### src/rtl/ppg_beat_detect_if.sv
// Sample stream into the beat detector and the beat/IBI/BPM reporting outputs.
// master drives samples and observes results; slave is the detector itself.
interface ppg_beat_detect_if #(
  parameter int DATA_WIDTH = 18,
  parameter int IBI_W      = 16
);
  logic                         i_data_valid;
  logic signed [DATA_WIDTH-1:0] i_data;
  logic                         o_beat;
  logic [IBI_W-1:0]             o_ibi;
  logic [7:0]                   o_bpm;
  logic                         o_bpm_valid;
  logic                         o_busy;

  modport master (
    output i_data_valid, i_data,
    input  o_beat, o_ibi, o_bpm, o_bpm_valid, o_busy
  );

  modport slave (
    input  i_data_valid, i_data,
    output o_beat, o_ibi, o_bpm, o_bpm_valid, o_busy
  );
endinterface

### src/rtl/ppg_beat_detect.sv
// Systolic peak detector on a zero-centred PPG stream: measures inter-beat interval
// in samples and converts it to BPM with a 24-step restoring divider.
module ppg_beat_detect #(
  parameter int DATA_WIDTH  = 18,
  parameter int SAMPLE_RATE = 100,
  parameter int THRESH      = 64,
  parameter int REFRACT     = 30,
  parameter int TIMEOUT     = 300,
  parameter int IBI_W       = 16
) (
  input logic            clk,
  input logic            rst_n,
  ppg_beat_detect_if.slave bus
);

  typedef enum logic {S_BELOW, S_ABOVE} state_t;

  localparam int                          DIV_W    = 24;
  localparam logic signed [DATA_WIDTH-1:0] THR     = DATA_WIDTH'(THRESH);
  localparam logic [IBI_W-1:0]            REF_LIM  = IBI_W'(REFRACT);
  localparam logic [IBI_W-1:0]            TO_LIM   = IBI_W'(TIMEOUT);
  localparam logic [DIV_W-1:0]            DIVIDEND = DIV_W'(60 * SAMPLE_RATE);
  localparam logic [4:0]                  DIV_LAST = 5'(DIV_W);

  function automatic logic [7:0] sat_bpm(input logic [DIV_W-1:0] q);
    return (q > DIV_W'(255)) ? 8'd255 : q[7:0];
  endfunction

  logic signed [DATA_WIDTH-1:0] sample;
  logic                         is_neg;

  state_t                       state, state_nx;
  logic signed [DATA_WIDTH-1:0] max_val, max_nx;
  logic [IBI_W-1:0]             cand_ibi, cand_nx;
  logic [IBI_W-1:0]             since_peak, since_nx, sp_inc;
  logic                         have_prev, prev_nx;
  logic                         beat_nx;

  logic                         beat_r;
  logic [IBI_W-1:0]             ibi_r;
  logic [7:0]                   bpm_r;
  logic                         bpm_vld_r;
  logic                         busy;
  logic [4:0]                   cnt;
  logic [IBI_W-1:0]             rem, dvs, rem_nx;
  logic [DIV_W-1:0]             quo;
  logic [IBI_W:0]               trial;
  logic                         trial_ge;

  assign sample = bus.i_data;
  assign is_neg = sample[DATA_WIDTH-1];

  always_comb begin
    sp_inc   = (since_peak >= TO_LIM) ? TO_LIM : since_peak + IBI_W'(1);
    state_nx = state;
    max_nx   = max_val;
    cand_nx  = cand_ibi;
    since_nx = since_peak;
    prev_nx  = have_prev;
    beat_nx  = 1'b0;
    if (bus.i_data_valid) begin
      since_nx = sp_inc;
      if (sp_inc == TO_LIM) prev_nx = 1'b0;
      case (state)
        S_BELOW: begin
          if (sample > THR) begin
            state_nx = S_ABOVE;
            max_nx   = sample;
            cand_nx  = sp_inc;
          end
        end
        S_ABOVE: begin
          if (is_neg) begin
            state_nx = S_BELOW;
            // Too-short candidates leave the interval count running from the last real peak.
            if (cand_ibi >= REF_LIM) begin
              since_nx = sp_inc - cand_ibi;
              beat_nx  = prev_nx && (cand_ibi < TO_LIM);
              prev_nx  = 1'b1;
            end
          end else if (sample > max_val) begin
            max_nx  = sample;
            cand_nx = sp_inc;
          end
        end
        default: state_nx = S_BELOW;
      endcase
    end
  end

  always_ff @(posedge clk or negedge rst_n) begin
    if (!rst_n) begin
      state      <= S_BELOW;
      max_val    <= '0;
      cand_ibi   <= '0;
      since_peak <= '0;
      have_prev  <= 1'b0;
      beat_r     <= 1'b0;
      ibi_r      <= '0;
    end else begin
      state      <= state_nx;
      max_val    <= max_nx;
      cand_ibi   <= cand_nx;
      since_peak <= since_nx;
      have_prev  <= prev_nx;
      beat_r     <= beat_nx;
      if (beat_nx) ibi_r <= cand_ibi;
    end
  end

  // Restoring division: dividend bits shift out of quo's MSB while quotient bits shift in.
  assign trial    = {rem, quo[DIV_W-1]};
  assign trial_ge = (trial >= {1'b0, dvs});
  assign rem_nx   = trial_ge ? (trial[IBI_W-1:0] - dvs) : trial[IBI_W-1:0];

  always_ff @(posedge clk or negedge rst_n) begin
    if (!rst_n) begin
      busy      <= 1'b0;
      cnt       <= '0;
      rem       <= '0;
      quo       <= '0;
      dvs       <= '0;
      bpm_r     <= '0;
      bpm_vld_r <= 1'b0;
    end else begin
      bpm_vld_r <= 1'b0;
      if (beat_nx) begin
        busy <= 1'b1;
        cnt  <= '0;
        rem  <= '0;
        quo  <= DIVIDEND;
        dvs  <= cand_ibi;
      end else if (busy) begin
        if (cnt == DIV_LAST) begin
          bpm_r     <= sat_bpm(quo);
          bpm_vld_r <= 1'b1;
          busy      <= 1'b0;
        end else begin
          rem <= rem_nx;
          quo <= {quo[DIV_W-2:0], trial_ge};
          cnt <= cnt + 5'd1;
        end
      end
    end
  end

  assign bus.o_beat      = beat_r;
  assign bus.o_ibi       = ibi_r;
  assign bus.o_bpm       = bpm_r;
  assign bus.o_bpm_valid = bpm_vld_r;
  assign bus.o_busy      = busy;

endmodule

### src/flat_wrapper.sv
// flat-port wrapper written by rule: the top's interface ports become plain ports
module ppg_beat_detect_flat 
#(
  parameter int DATA_WIDTH  = 18,
  parameter int SAMPLE_RATE = 100,
  parameter int THRESH      = 64,
  parameter int REFRACT     = 30,
  parameter int TIMEOUT     = 300,
  parameter int IBI_W       = 16
)
  (clk, rst_n, bus_i_data_valid, bus_i_data, bus_o_beat, bus_o_ibi, bus_o_bpm, bus_o_bpm_valid, bus_o_busy);
  ppg_beat_detect_if #(.DATA_WIDTH(DATA_WIDTH), .IBI_W(IBI_W)) bus_i ();
  input logic clk;
  input logic rst_n;
  input wire logic [$bits(bus_i.i_data_valid)-1:0] bus_i_data_valid;
  input wire logic [$bits(bus_i.i_data)-1:0] bus_i_data;
  output wire logic [$bits(bus_i.o_beat)-1:0] bus_o_beat;
  output wire logic [$bits(bus_i.o_ibi)-1:0] bus_o_ibi;
  output wire logic [$bits(bus_i.o_bpm)-1:0] bus_o_bpm;
  output wire logic [$bits(bus_i.o_bpm_valid)-1:0] bus_o_bpm_valid;
  output wire logic [$bits(bus_i.o_busy)-1:0] bus_o_busy;
  assign bus_i.i_data_valid = bus_i_data_valid;
  assign bus_i.i_data = bus_i_data;
  assign bus_o_beat = bus_i.o_beat;
  assign bus_o_ibi = bus_i.o_ibi;
  assign bus_o_bpm = bus_i.o_bpm;
  assign bus_o_bpm_valid = bus_i.o_bpm_valid;
  assign bus_o_busy = bus_i.o_busy;
  ppg_beat_detect #(.DATA_WIDTH(DATA_WIDTH), .SAMPLE_RATE(SAMPLE_RATE), .THRESH(THRESH), .REFRACT(REFRACT), .TIMEOUT(TIMEOUT), .IBI_W(IBI_W)) u_core (.clk(clk), .rst_n(rst_n), .bus(bus_i));
endmodule
### config.mk
export PLATFORM = sky130hd
export DESIGN_NAME = ppg_beat_detect_flat
export DESIGN_NICKNAME = d
export VERILOG_FILES = /design/src/rtl/ppg_beat_detect_if.sv /design/src/rtl/ppg_beat_detect.sv /design/src/flat_wrapper.sv
export SDC_FILE = /design/constraint.sdc
export NUM_CORES = 1
export LEC_CHECK = 0
export BUFFER_PORTS_ARGS = -buffer_cell sky130_fd_sc_hd__buf_4
export CAP_MARGIN = 25
export CORE_MARGIN = 2
export CORE_UTILIZATION = 61
export DETAILED_ROUTE_END_ITERATION = 12
export HOLD_SLACK_MARGIN = 0.12
export PLACE_DENSITY_LB_ADDON = 0.15
export SYNTH_ARGS = -nofsm -noshare
export SYNTH_HDL_FRONTEND = slang
export SYNTH_SLANG_ARGS = --single-unit
### constraint.sdc
create_clock -name clk -period 4.14 [get_ports clk]
set_clock_uncertainty 0.1 [all_clocks]
set_input_delay 0.414 -clock clk [delete_from_list [all_inputs] [get_ports clk]]
set_output_delay 0.414 -clock clk [all_outputs]
set_load 0.05 [all_outputs]
Yosys cells after proc, flatten, opt, wreduce, memory -nomap -nowiden
Index checks and enable logic that the tools add are counted.
{ "word_totals": {"ff_bits": 124, "latchBits": 0, "ram_bits": 0, "romBits": 0, "in_bits": 21, "out_inout_bits": 27, "wordCells": 78, "memories": 0} }
{ "classes": {"addsub": 4, "n_mul": 0, "div_mod_pow": 0, "n_lt_le_gt_ge": 7, "n_eq_ne": 6, "shift": 0, "mux": 41, "bitwise_logic": 2, "reduce_logical": 5} }
{ "ops": {"columns": ["operator", "n"], "rows": [
  ["two-way mux 16 bit", 11],
  ["two-way mux 24 bit", 3],
  ["two-way mux 18 bit", 3],
  ["case mux 18 bit (2 select lines)", 1],
  ["case mux 16 bit (2 select lines)", 1],
  ["subtractor 16 bit", 2],
  ["> comparator 24 x 8 -> 1 bit (second input constant)", 1],
  ["> comparator 18 bit", 1],
  ["> comparator 18 x 8 -> 1 bit (second input constant)", 1],
  [">= comparator 17 x 16 -> 1 bit", 1],
  ["two-way mux 1 bit", 17],
  ["adder 16 x 1 -> 16 bit (second input constant)", 1],
  ["== test 16 x 9 -> 1 bit (second input constant)", 1],
  [">= comparator 16 x 5 -> 1 bit (second input constant)", 1],
  [">= comparator 16 x 9 -> 1 bit (second input constant)", 1],
  ["less-than comparator 16 x 9 -> 1 bit (second input constant)", 1],
  ["two-way mux 5 bit", 3],
  ["two-way mux 8 bit", 1],
  ["adder 5 x 1 -> 5 bit (second input constant)", 1],
  ["== test 5 bit (second input constant)", 1],
  ["inequality test 2 x 1 -> 1 bit (second input constant)", 2],
  ["inequality test 2 bit (second input constant)", 2],
  ["AND reduction 4 bit", 1],
  ["AND reduction 3 bit", 1],
  ["5 further kinds", 6]
]} }

Longest topological paths before layout
Gate-level depths: netlist of run 1.
{ "logic_depth": {"word_depth": 12, "depth_mapped": 16, "mapped_depth_nobuf": 15} }

Worst setup path after synthesis of run 1
No wires, ideal clock.
{ "synth_path": {"path_type": "reg2reg", "startpoint": "reg u_core.since_peak[3]", "endpoint": "reg u_core.since_peak[12]", "setup_ns": 0.128, "arrival_time_ns": 3.286, "required_ns": 3.912, "slack_ns": 0.626, "path_stages_with_launch": 14, "path_buffers": 1, "period_less_slack_ns": 3.514, "cell_sequence": "dfrtp_1 -> buf_6 -> a21o_1 -> a211o_1 -> a21o_4 -> or2_2 -> ha_1 -> and3_1 -> a221o_1 -> a32o_1 -> or4_1 -> nand3_1 -> xor2_1 -> o2bb2ai_1"} }
{ "synth_via": {"elab_chain_len": 6, "word_cells_on_any_way": 7, "cone_classes": "2 x add/sub; 1 x order compare; 4 x mux"} }
{ "synth_lines": {"columns": ["item", "line_no", "source"], "rows": [
  ["from (decl)", "ppg_beat_detect.sv:35", "logic [IBI_W-1:0] since_peak, since_nx, sp_inc;"],
  ["from (signal assigned)", "ppg_beat_detect.sv:104", "since_peak <= since_nx;"],
  ["adder 16 x 1 -> 16 bit or >= comparator 16 x 9 -> 1 bit (tied branches)", "ppg_beat_detect.sv:54", "sp_inc = (since_peak >= TO_LIM) ? TO_LIM : since_peak + IBI_W'(1);"],
  ["two-way mux 16 bit *", "ppg_beat_detect.sv:54", null],
  ["named net u_core.sp_inc[5]", "ppg_beat_detect.sv:35", null],
  ["subtractor 16 bit *", "ppg_beat_detect.sv:77", "since_nx = sp_inc - cand_ibi;"],
  ["two-way mux 16 bit *", "ppg_beat_detect.sv:76", "if (cand_ibi >= REF_LIM) begin"],
  ["two-way mux 16 bit *", "ppg_beat_detect.sv:73", "if (is_neg) begin"],
  ["two-way mux 16 bit *", "ppg_beat_detect.sv:64", "case (state)"]
]} }
Mark *: on every way through the listed nets, which the timed path passes. The rest lies on a longest branch.
A chain may end at the register's enable or synchronous reset.

Final worst setup path of run 1
{ "layout_path": {"startpoint": "reg u_core.since_peak[4]", "endpoint": "reg u_core.since_peak[12]"} }
Same word-level chain as after synthesis.

==> results_dict.tcl, run 1 <==
set metrics [dict create \
    drtIter0Drc 355 \
    ys_ff_latch 124 \
    io_pins 48 \
    synth_top_cell_area_share 0.421 \
    tightest_slew_ns 0.858 \
    first_pass_iters 7 \
    wire_per_inst_um 16.4 \
    whs_ns 0.127 \
    core-area_mm2 0.0119 \
    synth-compound-area-share 0.158 \
    path_class "flop to flop" \
    fin_util 0.717 \
    ys_warn_count 0 \
    num_rows 40 \
    instances_no_fill 1008 \
    n_antenna_cell 0 \
    cpPeakStageDelay_ns 0.46 \
    min_period_ns 3.75 \
    dp_hpwl_mm 11.3 \
    crit_chain "a21o_1, a211o_1, a21o_4, or2_2, ha_1, and3_1, a221o_1, a32o_1, or4_1, nand3_1, xor2_1, o2bb2ai_1" \
    clkTransAtPathRegs_ns 0.06 \
    worstHoldPathType "input pin to flop" \
    viasPerCell 5.89 \
    synthCells 794 \
    cts_tree "built" \
    grt_pass1_wl_mm 28.0 \
    synth_xor_xnor_area_share 0.0369 \
    finalSetupViolations 0 \
    slew_headroom 0.426 \
    ys_types 64 \
    cap_violations 0 \
    die_y_um 114 \
    hold_violations 0 \
    worstSkewPairLatency_ns 0.43 \
    fmax_mhz 266 \
    drive_gt1_frac 0.145 \
    synth_edf_count 0 \
    post_cts_buffers 0 \
    async_flop_share 1.00 \
    grt_max_degree 68 \
    dp_cells 975 \
    p_per_area_mw_per_mm2 803 \
    grt_overflow 0 \
    drt.antenna.violating_nets 0 \
    postLayoutCellArea_mm2 0.00854 \
    cts_inserted_buffers 17 \
    dpl_cell_area_mm2 0.00787 \
    r2r-end "u_core.since_peak[12]" \
    grt_setup_unrepaired "false" \
    grt_pass1_vias 5984 \
    area_growth_pct 16.0 \
    syn_area_mm2 0.00737 \
    critPathLaunchType "flop" \
    reg2reg_from "u_core.since_peak[4]" \
    synth_area_leader_cell "dfrtp_1" \
    start_util 0.618 \
    tns_ns 0 \
    yosys.area_share.simple 0.162 \
    critPathLaunch "u_core.since_peak[4]" \
    hold_buffers 1 \
    cts-resized-gates 0 \
    synth_top_family_by_area "simple AND/OR/NAND/NOR gates" \
    port_buffers 47 \
    yosys-mux-area-fraction 0.0700 \
    synth_fa_ha_area_frac 0.0955 \
    cts-root-buf "clkbuf_16" \
    die_w_um 114 \
    die_area_mm2 0.0130 \
    nets 924 \
    cts_max_path_buffers 2 \
    synth_area_leaders "dfrtp_1 42%, ha_1 9.0%, nor2_1 4.4%" \
    grt_usage 0.271 \
    drc 0 \
    clock_sinks 124 \
    route.vias.total 5941 \
    max-vdd-ir-drop_uv 352 \
    yosys-top-cells-count "124 x dfrtp_1, 87 x nor2_1, 76 x nand2_1, 73 x inv_1, 53 x ha_1" \
    r2r_setup_slack_ns 0.39 \
    cp_max_fo 8 \
    power.leakage_nw 4.01 \
    worstPathArrival_ns 3.95 \
    drv_slew 0 \
    setup.worst_path.end "u_core.since_peak[12]" \
    crit_required_ns 4.34 \
    synth.most_common_cell "dfrtp_1" \
    htree_levels 4 \
    synth-main-ff-cell "dfrtp_1" \
    wirelength_mm 16.5 \
    status "finished clean" \
    antenna_found_initial 0 \
    period_share 0.907 \
    syn_avg_cell_area_um2 9.28 \
    r2r_cells 12 \
    globalplace.congestion 0.873 \
    synth-seq-area-share 0.421 \
    end_kind "flop" \
    cpMaxStageDelayCell "dfrtp_1" \
]
-- cell usage in the layout (no fill, tap or decap), types with 12 or more instances in the layout --
master,count
inv_1,73
o21ai_0,38
mux2_2,26
a21oi_1,51
xnor2_1,21
dfrtp_1,124
clkbuf_16,17
a21o_1,15
nor2_1,87
nor4_1,12
buf_4,54
nor3_1,13
ha_1,53
nand2_1,76
a211oi_1,15
nand3_1,13
mux2i_1,20
and2_1,12
-- worst max-delay path, delay by kind of cell, from the launching register on --
kind | cells | cell delay, ns
AOI/OAI and AO/OA | 6 | 1.51
xor gates and xnor gates | 1 | 0.16
adders and majority gates | 1 | 0.35
DFF | 1 | 0.46
and+or+nand+nor | 4 | 1.05
-- power by group --
| part | leakage [nW] | switching (W) | internal [W] |
|---|---|---|---|
| Sequential | 1.44 | 0.000335 | 0.00160 |
| Clock | 0.313 | 0.000571 | 0.00110 |
| Combinational | 2.26 | 0.00187 | 0.00137 |
-- state kept, by name, indices dropped and copies added, names as in the netlist --
name	cells
u_core.bus.o_beat	1
u_core.rem	16
u_core.bus.o_bpm_valid	1
u_core.cand_ibi	16
u_core.bus.o_ibi	16
u_core.bus.o_busy	1
u_core.max_val	18
u_core.cnt	5
u_core.bus.o_bpm	8
u_core.since_peak	16
u_core.quo	24
u_core.have_prev	1
u_core.state	1
-- how the worst min path moves through the flow --
| stage | end | start | depth (start not counted) |
|---|---|---|---|
| floorplan | u_core.bus.o_beat | rst_n | 0 |
| CTS | u_core.max_val[9] | bus_i_data[9] | 2 |
| finish | u_core.max_val[9] | bus_i_data[9] | 2 |
| detailed placement | u_core.max_val[17] | u_core.max_val[17] | 1 |
| global placement | u_core.since_peak[13] | u_core.since_peak[13] | 2 |
| global route | u_core.max_val[1] | bus_i_data[1] | 2 |
-- cell families (layout without fill, tap and decap cells) --
group           Yosys count  after routing
xor+xnor                 31             31
flops                   124            124
buf+inv                 100            162
simple gates            257            257
compound gates          178            178
fa+ha+maj                55             55
mux                      48             48
other cells               1              6
-- routing by layer --
metal,up-vias,routed length (um),track usage
li1,2857,-,-
met1,2901,7180,0.337
met4,0,363,0.111
met3,28,610,0.0526
met2,155,8340,0.466
met5,-,0,0
-- metrics by stage --
stage          worst slack [ns]  total power [W]
3_3_place_gp              0.519          0.00496
6_report                  0.386          0.00686
4_1_cts                   0.407          0.00685
2_1_floorplan             0.626          0.00438
5_1_grt                   0.264          0.00734
3_5_place_dp              0.445          0.00512
-- area by class of cell --
| cell class | instances | area, um^2 |
|---|---|---|
| multi-input combinational | 575 | 3880 |
| timing repair buffer | 56 | 430 |
| clock inverter | 13 | 211 |
| fill | 890 | 3370 |
| inverter | 74 | 278 |
| sequential | 124 | 3100 |
| tap | 147 | 184 |
| clock buffer | 19 | 453 |
Note: power is estimated with default switching activity, not from simulation.
==> inputs of run 2 (changes only) <==
--- a/config.mk
+++ b/config.mk
@@ -5,6 +5,7 @@
 export SDC_FILE = /design/constraint.sdc
 export NUM_CORES = 1
 export LEC_CHECK = 0
+export ABC_AREA = 1
 export BUFFER_PORTS_ARGS = -buffer_cell sky130_fd_sc_hd__buf_4
 export CAP_MARGIN = 25
 export CORE_MARGIN = 2
@@ -12,6 +13,7 @@
 export DETAILED_ROUTE_END_ITERATION = 12
 export HOLD_SLACK_MARGIN = 0.12
 export PLACE_DENSITY_LB_ADDON = 0.15
+export SETUP_SLACK_MARGIN = 0.5
 export SYNTH_ARGS = -nofsm -noshare
 export SYNTH_HDL_FRONTEND = slang
 export SYNTH_SLANG_ARGS = --single-unit
==> run 2 against run 1 <==
Compared with the run above: total power down 5.7%; synthesized cell count rose by 22%; global-route usage up 0.71 points; sequential cell count unchanged; sequential share of layout area down 0.56 points; register-to-register slack better by 0.81 ns; non-clock buffer count rose by 3; largest cell class unchanged; clock power about the same.
==> results_dict.tcl, run 2 <==
set metrics [dict create \
    synth_edf_count 0 \
    drt.antenna.violating_nets 0 \
    top_regs "u_core.quo: 24 flops, u_core.max_val: 18 flops" \
    synth-main-ff-cell "dfrtp_1" \
    wire_per_inst_um 14.1 \
    status "finished clean" \
    cpPeakStageDelay_ns 0.54 \
    end_kind "flop" \
    die_w_um 115 \
    cts_inserted_buffers 17 \
    hold_violations 0 \
    grt_setup_unrepaired "false" \
    finalSetupViolations 0 \
    postLayoutCellArea_mm2 0.00868 \
    grt_usage 0.278 \
    seq_power_share 0.287 \
    route.vias.total 6466 \
    worst_slack_ns 1.01 \
    min_period_ns 3.13 \
    switching_power_w 0.00271 \
    critPathLaunch "bus_i_data[16]" \
    clock_sinks 124 \
    path_delay_family "buffers and inverters" \
    hold_path.startpoint "bus_i_data[8]" \
    layout_commonest_cell "nand2_1" \
    grt_pass1_vias 6270 \
    power.leakage_nw 4.49 \
    worstSkewPairLatency_ns 0.42 \
    worstPathArrival_ns 3.39 \
    crit_chain "dlygate4sd3_1, buf_4, ha_1, nand2_1, inv_1, nand3_1, nor2_1, o2111ai_1, nand3_1, nand2_1, nand2_1, nand2_1, nand2_1, nand2_2, inv_2, nand2_1, nand2_1" \
    drive_gt1_frac 0.105 \
    grt_max_degree 61 \
    die_y_um 115 \
    syn_area_mm2 0.00747 \
    worst-path-buf-inv 4 \
    synthCells 967 \
    dp_slack_ns 1.07 \
    first_pass_iters 5 \
    cts-root-buf "clkbuf_16" \
    die_area_mm2 0.0131 \
    synth.most_common_cell "nand2_1" \
    antenna_found_initial 0 \
    cap_violations 0 \
    synth_area_leaders "dfrtp_1 42%, nand2_1 13%, ha_1 8.9%" \
    clkPwrFrac 0.263 \
    slew_headroom 0.481 \
    nFillCells 951 \
    core-area_mm2 0.0120 \
    syn_avg_cell_area_um2 7.72 \
    cpMaxStageDelayCell "dlygate4sd3_1" \
    nets 1105 \
    ys_ff_latch 124 \
    worstHoldPathType "input pin to flop" \
    grt_pass1_wl_mm 28.9 \
    p_per_area_mw_per_mm2 745 \
    comb_power_share 0.451 \
    num_rows 40 \
    ys_types 48 \
    port_buffers 47 \
    cp_max_fo 36 \
    dp_cells 1148 \
    reg2reg_from "u_core.since_peak[3]" \
    synth_area_leader_cell "dfrtp_1" \
    fmax_mhz 320 \
    layout_common_cells "257 x nand2_1, 136 x inv_1, 124 x dfrtp_1" \
    async_flop_share 1.00 \
    post_cts_buffers 0 \
    path_class "input pin to flop" \
    largest_reg_flops 24 \
    area_growth_pct 16.2 \
    tightest_slew_ns 0.779 \
    critPathLaunchType "input pin" \
    drv_slew 0 \
    cts_tree "built" \
    period_share 0.755 \
    path_common_cell "nand2_1" \
    crit_required_ns 4.40 \
    grt_overflow 0 \
    n_antenna_cell 0 \
    swShare 0.419 \
    ys_warn_count 0 \
    start_util 0.624 \
    max-vdd-ir-drop_uv 329 \
    instances_no_fill 1188 \
    cts_max_path_buffers 2 \
    synth-seq-area-share 0.416 \
    tns_ns 0 \
    synth_top_cell_area_share 0.416 \
    io_pins 48 \
    dpl_cell_area_mm2 0.00792 \
    wirelength_mm 16.8 \
    globalplace.congestion 0.913 \
    htree_levels 4 \
    drtIter0Drc 435 \
    yosys-top-cells-count "257 x nand2_1, 136 x inv_1, 124 x dfrtp_1, 95 x nor2_1" \
    whs_ns 0.128 \
    p_int_w 0.00376 \
    drc 0 \
    regMostFlops "u_core.quo" \
    viasPerCell 5.44 \
    dp_hpwl_mm 11.8 \
    clkTransAtPathRegs_ns 0.06 \
]
[run 2: final cells by class]
type / count / area, um^2 / area share
Multi-Input combinational cell: 685 / 3730 / 0.429
Sequential cell: 124 / 3100 / 0.358
Inverter: 142 / 533 / 0.0614
Timing Repair Buffer: 59 / 465 / 0.0536
Clock buffer: 17 / 425 / 0.0490
Clock inverter: 14 / 240 / 0.0277
Tap cell: 147 / 184 / 0.0212
[run 2: cells by family (layout without fill, tap and decap cells)]
group,count (synthesis),after routing,synth area share
fa+ha+maj,55,55,0.0942
other cells,1,6,0.000502
flops,124,124,0.416
buf+inv,163,232,0.0880
compound gates,165,165,0.127
xor+xnor,22,22,0.0258
simple gates,437,437,0.249
[run 2: final timing paths]
check                                   endpoint  slack [ns]  depth (start not counted)
max reg2reg                u_core.since_peak[14]        1.20                         19
max                           u_core.cand_ibi[4]        1.01                         17
min in group asynchronous  u_core.since_peak[11]        0.51                          2
min reg2reg                   u_core.max_val[14]        0.38                          2
max in group asynchronous          u_core.quo[9]        2.49                          3
min                            u_core.max_val[8]        0.13                          3
[run 2: layer usage]
metal	up-vias	track usage	routed length (um)
li1	3259	-	-
met1	3034	0.363	7630
met2	140	0.457	8210
met3	33	0.0572	636
met4	0	0.107	330
met5	-	0	0
[run 2: worst register-to-register path, delay by kind of cell, from the launching register on]
kind,cells,cell delay [ns]
AO/OA/AOI/OAI,2,0.39
flip-flops,1,0.43
AND/OR/NAND/NOR,14,1.23
adder cells (fa/ha/maj),2,0.61
buffers and inverters,1,0.10
[run 2: per-stage QoR]
step | power (W) | util
2_1_floorplan | 0.00411 | -
3_3_place_gp | 0.00469 | 0.662
3_5_place_dp | 0.00473 | 0.662
4_1_cts | 0.00646 | 0.725
5_1_grt | 0.00697 | 0.725
6_report | 0.00646 | 0.725
[run 2: repair_timing]
| action | 4_1_cts | 5_1_grt |
|---|---|---|
| hold buffers | 9 | 0 |
| resized for setup | 0 | 0 |
| endpoints found under the hold margin | 66 | 0 |
| setup endpoints to repair | 0 | 0 |
[run 2: power by group through the flow]
stage / Combinational (W) / Clock [W] / Sequential, W
after floorplan: 0.00209 / 0 / 0.00202
after global placement: 0.00284 / 0 / 0.00185
after detailed placement: 0.00287 / 0 / 0.00186
after CTS: 0.00290 / 0.00171 / 0.00185
after global routing: 0.00331 / 0.00176 / 0.00190
final: 0.00291 / 0.00170 / 0.00185
==> inputs of run 3 (changes only) <==
==> constraint.sdc (replaced) <==
create_clock -name clk -period 2.9 [get_ports clk]
set_clock_uncertainty 0.1 [all_clocks]
set_input_delay 0.29 -clock clk [delete_from_list [all_inputs] [get_ports clk]]
set_output_delay 0.29 -clock clk [all_outputs]
set_load 0.05 [all_outputs]
==> run 3 against run 2 <==
Compared with the run above: hold slack worse by 0.0019 ns; die area stayed put; clock power is 23% higher; sequential cell count stayed put; via count is 11% higher; critical path type is now flop to flop; critical endpoint is now u_core.since_peak[6]; largest cell class unchanged.
==> results_dict.tcl, run 3 (synthesis results as in run 2) <==
set metrics [dict create \
    status "finished clean" \
    cpMaxStageDelayCell "dfrtp_1" \
    n_antenna_cell 0 \
    crit_chain "nand2_2, nand2_1, nand2_1, nand2_2, nand2_4, nand3_4, ha_2, inv_2, fa_2, nand3_1, nand2_2, a21o_1, a21oi_2, a21oi_1, o21ai_1, o211ai_1, o21ai_1" \
    cts-root-buf "clkbuf_16" \
    cts_tree "built" \
    grt_max_degree 62 \
    r2r-end "u_core.since_peak[6]" \
    start_util 0.624 \
    viasPerCell 5.73 \
    period_share 0.942 \
    htree_levels 4 \
    drive_gt1_frac 0.214 \
    regMostFlops "u_core.quo" \
    clkTransAtPathRegs_ns 0.06 \
    grt_usage 0.302 \
    grt_pass1_vias 6723 \
    tns_ns 0 \
    worstSkewPairLatency_ns 0.43 \
    worstPathArrival_ns 2.98 \
    antenna_found_initial 0 \
    cp_max_fo 5 \
    reg2reg_from "u_core.since_peak[2]" \
    nets 1175 \
    drc 0 \
    drtIter0Drc 738 \
    max-vdd-ir-drop_uv 540 \
    layout_common_cells "248 x nand2_1, 129 x inv_1, 122 x dfrtp_1" \
    r2r_cells 17 \
    globalplace.congestion 0.915 \
    path_common_cell "nand2_2" \
    power.leakage_nw 4.90 \
    tightest_slew_ns 1.17 \
    top_regs "u_core.quo: 24 flops, u_core.max_val: 18 flops" \
    grt_overflow 0 \
    hold_violations 0 \
    io_pins 48 \
    area_growth_pct 31.6 \
    first_pass_iters 6 \
    cap_violations 0 \
    end_kind "flop" \
    crit_required_ns 3.15 \
    hold_depth 2 \
    worstHoldPathType "input pin to flop" \
    p_per_area_mw_per_mm2 1050 \
    cpPeakStageDelay_ns 0.38 \
    fmax_mhz 366 \
    r2r_setup_slack_ns 0.17 \
    regArea_mm2 0.00311 \
    worst-path-buf-inv 1 \
    layout_commonest_cell "nand2_1" \
    die_area_mm2 0.0131 \
    path_delay_family "compound AO/OA/AOI/OAI gates" \
    wire_per_inst_um 16.8 \
    fin_util 0.821 \
    core-area_mm2 0.0120 \
    wirelength_mm 21.1 \
    cts_inserted_buffers 17 \
    dp_hpwl_mm 12.4 \
    slew_headroom 0.218 \
    multi_input_area_mm2 0.00426 \
    critPathLaunchType "flop" \
    nFillCells 735 \
    min_period_ns 2.73 \
    grt_setup_unrepaired "true" \
    finalSetupViolations 0 \
    cts_max_path_buffers 2 \
    largest_reg_flops 24 \
    clock_sinks 124 \
    worstHoldEndpoint "u_core.since_peak[6]" \
    num_rows 40 \
    path_class "flop to flop" \
    die_y_um 115 \
    die_w_um 115 \
    drv_slew 0 \
    hold_path.startpoint "bus_i_data_valid" \
    route.vias.total 7209 \
    port_buffers 47 \
    grt_pass1_wl_mm 31.2 \
    drt.antenna.violating_nets 0 \
]
-- run 3: where the power goes --
group	switching, W	internal [W]
sequential	0.000418	0.00226
combinational	0.00334	0.00221
clock	0.000823	0.00126
total	0.00458	0.00573
-- run 3: through the flow --
stage	power, W	cells	hold WS [ns]	instance area, um^2	setup WS (ns)
after floorplan	0.00590	972	-0.106	7530	0.505
after global placement	0.00678	1154	0.232	8030	0.167
after detailed placement	0.00688	1154	0.236	8030	0.106
after CTS	0.00936	1227	0.123	9160	0.387
after global routing	0.0110	1258	0.146	9830	0.0798
final	0.0103	1258	0.126	9830	0.169
-- run 3: layout make-up --
cell class | count | share of cell area
multi-input combinational | 689 | 0.433
clock inverter | 13 | 0.0144
clock buffer | 18 | 0.0437
timing repair buffer | 125 | 0.115
tap | 147 | 0.0187
inverter | 142 | 0.0582
sequential | 124 | 0.316
-- run 3: worst max-delay path by stage --
stage | from | end | slack, ns | depth (start not counted)
global placement | u_core.since_peak[14] | u_core.since_peak[13] | 0.17 | 13
global route | u_core.since_peak[4] | u_core.since_peak[6] | 0.08 | 17
floorplan | u_core.since_peak[2] | u_core.since_peak[14] | 0.51 | 19
CTS | u_core.since_peak[14] | u_core.since_peak[13] | 0.39 | 13
detailed placement | u_core.since_peak[14] | u_core.since_peak[13] | 0.11 | 13
finish | u_core.since_peak[2] | u_core.since_peak[6] | 0.17 | 17
-- run 3: layer usage --
layer / global-route usage / vias to the layer above / share of wire
met5: 0 / - / 0
met4: 0.118 / 0 / 0.031
met3: 0.0529 / 64 / 0.051
met2: 0.518 / 294 / 0.51
met1: 0.381 / 3446 / 0.41
li1: - / 3405 / -
-- run 3: what timing repair did --
item	in CTS	in global routing
gates resized for setup	48	87
hold buffers	19	0
buffers inserted	23	24
endpoints found under the hold margin	61	0
cloned	0	7
pin swaps	15	28
endpoints found under the setup margin	45	112
